$ cat config.mk
export PLATFORM = sky130hd
export DESIGN_NAME = serial_tx_handshake
export DESIGN_NICKNAME = d
export VERILOG_FILES = /design/src/rtl/serial_tx_handshake.sv
export SDC_FILE = /design/constraint.sdc
export NUM_CORES = 1
export LEC_CHECK = 0
export ABC_AREA = 1
export CORE_MARGIN = 3
export CORE_UTILIZATION = 48
export DETAILED_ROUTE_END_ITERATION = 10
export GPL_ROUTABILITY_DRIVEN = 0
export GPL_TIMING_DRIVEN = 0
export PLACE_DENSITY = 0.74
export SLEW_MARGIN = 15
export SYNTH_ARGS = -nofsm -noshare
export SYNTH_HDL_FRONTEND = slang
export SYNTH_SLANG_ARGS = --single-unit
$ cat constraint.sdc
create_clock -name clock -period 1.4 [get_ports clock]
set_input_delay 0.14 -clock clock [delete_from_list [all_inputs] [get_ports clock]]
set_output_delay 0.14 -clock clock [all_outputs]
set_load 0.02 [all_outputs]
$ cat src/rtl/serial_tx_handshake.sv
// Parallel-to-serial transmitter: captures a word on the dav_/rfd handshake and
// sends it as start(0), N data bits LSB-first, stop(1). All outputs are registered.
module serial_tx_handshake #(
    parameter int N          = 8,
    parameter int BIT_CYCLES = 4
) (
    input  logic         clock,
    input  logic         reset_,
    input  logic         dav_,
    input  logic [N-1:0] byte_in,
    output logic         rfd,
    output logic         out
);

    localparam int TW = (BIT_CYCLES > 1) ? $clog2(BIT_CYCLES) : 1;
    localparam int IW = (N > 1) ? $clog2(N) : 1;

    localparam logic [2:0] S_WAIT  = 3'd0;
    localparam logic [2:0] S_START = 3'd1;
    localparam logic [2:0] S_DATA  = 3'd2;
    localparam logic [2:0] S_STOP  = 3'd3;
    localparam logic [2:0] S_HS    = 3'd4;

    localparam logic [TW-1:0] TICK_LAST = TW'(BIT_CYCLES - 1);
    localparam logic [IW-1:0] IDX_LAST  = IW'(N - 1);

    logic [2:0]    state;
    logic [TW-1:0] tick;
    logic [IW-1:0] idx;
    logic [IW-1:0] idx_nx;
    logic [N-1:0]  buffer;
    logic          tick_last;

    assign idx_nx    = idx + 1'b1;
    assign tick_last = (tick == TICK_LAST);

    always_ff @(posedge clock or negedge reset_) begin
        if (!reset_) begin
            state  <= S_WAIT;
            rfd    <= 1'b1;
            out    <= 1'b1;
            tick   <= '0;
            idx    <= '0;
            buffer <= '0;
        end else begin
            case (state)
                S_WAIT: begin
                    if (!dav_) begin
                        buffer <= byte_in;
                        rfd    <= 1'b0;
                        out    <= 1'b0;
                        tick   <= '0;
                        state  <= S_START;
                    end
                end
                S_START: begin
                    if (tick_last) begin
                        tick  <= '0;
                        out   <= buffer[0];
                        idx   <= '0;
                        state <= S_DATA;
                    end else begin
                        tick <= tick + 1'b1;
                    end
                end
                S_DATA: begin
                    if (tick_last) begin
                        tick <= '0;
                        if (idx != IDX_LAST) begin
                            idx <= idx_nx;
                            out <= buffer[idx_nx];
                        end else begin
                            out   <= 1'b1;
                            state <= S_STOP;
                        end
                    end else begin
                        tick <= tick + 1'b1;
                    end
                end
                S_STOP: begin
                    // Producer still holding dav_ low must release it before rfd returns.
                    if (tick_last) begin
                        tick <= '0;
                        if (dav_) begin
                            rfd   <= 1'b1;
                            state <= S_WAIT;
                        end else begin
                            state <= S_HS;
                        end
                    end else begin
                        tick <= tick + 1'b1;
                    end
                end
                S_HS: begin
                    if (dav_) begin
                        rfd   <= 1'b1;
                        state <= S_WAIT;
                    end
                end
                default: begin
                    state <= S_WAIT;
                    rfd   <= 1'b1;
                    out   <= 1'b1;
                    tick  <= '0;
                end
            endcase
        end
    end

endmodule

==> summary.md <==
| Metric | Value |
|---|---|
| Number of enable flip-flop cells after synthesis | `0` |
| Transition time at the pin with the least slew margin | `approximately 780 ps` |
| Share of synthesized area occupied by flip-flops and latches | `45.59%` |
| Clock Tree Root | `clkbuf_4` |
| Final-report hold violation count | `0` |
| Placed wire-length estimate | `1.448 mm` |
| Pin count of the biggest net entering global routing | `19` |
| Net count of the mapped netlist | `120` |
| Floorplan die area | `0.002652 mm2` |
| Total Neg Setup Slack | `0 ps` |
| Post-placement setup slack | `-136.1 ps` |
| Total leakage power | `0.0006010 uW` |
| Input/output buffers | `12` |
| Clock buffer depth | `2` |
| Layout filler cell count | `145` |
| Cell Area, Synth | `993.5 um2` |
| Setup repair after global routing missed its margin | `true` |
| Kind of path behind the tightest hold check | `primary input to async pin` |
| Drt via density | `5.140` |
| Number of global-route vias before repair | `771` |
| Clock-pin slew on the worst setup and hold paths | `roughly 100 ps` |
| Setup violations, final | `0` |
| Final routed wirelength across all metal layers | `1.953 mm` |
| Final Critical Period | `around 1400 ps` |
| Arrival time at the worst endpoint | `1580 ps` |
| Mapped Avg Cell Area | `~9.4 um2` |
| Count of vias placed by the detailed router | `771` |
| Biggest fanout along the worst timing path | `3` |
| Detail-routed net length per standard cell | `roughly 13 um` |
| Required time of the critical path | `1630 ps` |
| Maximum frequency from static timing analysis | `739.5 MHz` |
| Starting density of the core | `a little over half` |
| Starting DRT DRC Count | `8` |
| Number of nets in the layout | `between 100 and 150` |
| TritonCTS clock tree | `yes` |
| DRC violations left | `0` |
| Count of state elements after synthesis | `18` |
| Antenna violations before repair | `0` |
| Multi-input gate area in the final layout | `576.8 um2` |
| Horizontal extent of the die | `51.50 um` |
| Clock sinks | `18` |
| Relative slew slack | `slightly below 50%` |
| Most prevalent standard cell on the critical path | `nand3_2` |
| Insertion delay to the later sink of the worst-skew pair | `290 ps` |
| Kind of critical path | `register to register` |
| Row Count | `15` |
| Async set-reset flop share out of synthesis | `between 90% and 100%` |
| Number of antenna repair diodes | `0` |
| Pins Over Slew Limit | `0` |
| Number of levels the H-tree was split into | `1` |
| Synthesized instance count | `106` |
| Series of cell instances along the critical path | `ha_4 > ha_4 > inv_4 > nand3_2 > nand3_2 > nand3_2 > nand2_1 > a21oi_2` |
| Global-route wire length before repair | `about 3.4 mm` |
| Sort of element at the end of the critical path | `register` |
| Number of optimization iterations in the first detailed-route pass | `4` |
| Number of top-level pins | `13` |
| Sequential standard cell area | `457.9 um2` |
| Primary flip-flop cell chosen by synthesis mapping | `dfrtp_1` |
| Period Utilization, post-route | `96.59%` |
| Largest stage delay, worst path | `440 ps` |
| Largest voltage drop on the vdd net | `1.159 mV` |
| Clock skew after layout | `roughly 8 ps` |
| Reported max-cap violation count | `0` |
| Distinct cell type count of the synthesized netlist | `21` |
| Area added between synthesis and finish | `30.23%` |
| Number of nets with antenna violations after detailed routing | `0` |
| Standard cell with the maximum stage delay on the critical path | `dfrtp_2` |
| Proportion of layout cells with a drive suffix above 1 | `between 30 and 40%` |
| Total CTS buffers | `3` |
| Worst Slack Setup Final | `47.79 ps` |
| Total of warnings raised by yosys | `0` |
| Grt total ovfl | `0` |
| Pwr Density | `2315 mW/mm2` |
| Startpoint Class | `register` |
| Status | `complete, no violations` |
| Global router's overall resource usage | `between 10% and 20%` |
| Die outline height | `51.50 um` |
| Area inside the core boundary | `0.001839 mm2` |
==> Yosys cell counts (3+ instances only) <==
| master | count | area [um2] |
|---|---|---|
| o21ai_2 | 3 | 26.28 |
| nor2_1 | 5 | 18.77 |
| nor2_2 | 5 | 31.28 |
| o21ai_0 | 4 | 20.02 |
| inv_1 | 9 | 33.78 |
| nand3_1 | 9 | 45.04 |
| dfrtp_1 | 16 | 400.4 |
| nand2_1 | 21 | 78.83 |
| inv_2 | 4 | 15.01 |
| mux2_4 | 8 | 120.1 |
| o21ai_1 | 6 | 30.03 |
| ha_1 | 3 | 37.54 |
==> cell usage in the layout (no fill, tap or decap), types with 3 or more instances in the layout <==
| cell type | synthesis | final |
|---|---|---|
| clkdlybuf4s50_1 | 0 | 10 |
| nor2_1 | 5 | 4 |
| clkbuf_4 | 0 | 3 |
| o21ai_0 | 4 | 4 |
| nand2_1 | 21 | 21 |
| o21ai_1 | 6 | 5 |
| nand3_2 | 0 | 5 |
| buf_4 | 0 | 3 |
| o21ai_2 | 3 | 4 |
| mux2_4 | 8 | 8 |
| nand3_1 | 9 | 4 |
| dfrtp_2 | 0 | 4 |
| nand2_4 | 2 | 3 |
| nor2_4 | 1 | 5 |
| inv_2 | 4 | 4 |
| dfrtp_1 | 16 | 12 |
| inv_1 | 9 | 8 |
==> worst max-delay path, delay by kind of cell (launching register included) <==
kind | cells | cell delay [ps]
flops | 1 | 440
simple gates | 4 | 250
buf+inv | 1 | 40
compound gates | 1 | 110
fa+ha+maj | 2 | 450
==> flip-flops by register name, indices dropped and copies added (netlist names) <==
register and cells:
buffer 8, idx 3, out 1, rfd 1, state 3, tick 2
==> per-stage QoR <==
step                utilization [%]  total power, uW  std cells  area, um2  hold slack [ps]
floorplan                         -             2097        106      997.2           -155.6
global placement              62.45             2373        143       1149            475.6
detailed placement            62.45             2427        143       1149            477.4
CTS                           66.60             2792        149       1225            320.6
global route                  70.34             3249        150       1294            347.5
finish                        70.34             2995        150       1294            284.5
==> kinds of logic after synthesis <==
kind of cell             after synthesis  synth area share [%]
AO/OA/AOI/OAI                         17                 10.33
adder cells (fa/ha/maj)                3                 3.779
buffers and inverters                 13                 4.911
flip-flops                            18                 45.59
multiplexers                           8                 12.09
AND/OR/NAND/NOR                       47                 23.30
==> where the power goes <==
part / total [uW] / internal, uW / switching, uW
combinational: 1670 / 770 / 897
clock: 317 / 159 / 159
sequential: 1010 / 794 / 216
==> per-layer routing <==
layer	up-vias	GRT usage (%)	wire (um)
li1	392	-	-
met1	362	21.67	814
met2	12	28.60	1030
met3	5	4.298	69
met4	0	8.734	38
met5	-	0	0
==> repair_timing <==
action,4_1_cts,5_1_grt
hold buffers,0,0
pin swaps,5,10
setup buffers,2,1
gates resized for setup,7,15
setup endpoints to repair,13,16
==> layout make-up <==
type	count	area share [%]
tap	25	2.418
clock buffer	4	2.805
multi-input combinational	75	44.58
timing repair buffer	15	10.83
sequential	18	35.40
inverter	13	3.965
==> path summary, 6_finish.rpt <==
path,depth (start not counted),slack [ps],startpoint,to
setup / recovery,8,50,idx[0]$_DFFE_PN0P_,out$_DFFE_PN1P_
hold / removal,1,280,reset_,buffer[1]$_DFFE_PN0P_
min in group clock,2,450,byte_in[4],buffer[4]$_DFFE_PN0P_
hold reg to reg,2,490,rfd$_DFFE_PN1P_,rfd$_DFFE_PN1P_
max in group asynchronous,1,570,reset_,idx[0]$_DFFE_PN0P_
setup reg to reg,8,50,idx[0]$_DFFE_PN0P_,out$_DFFE_PN1P_
No activity file was read; power rests on OpenSTA's default activity.
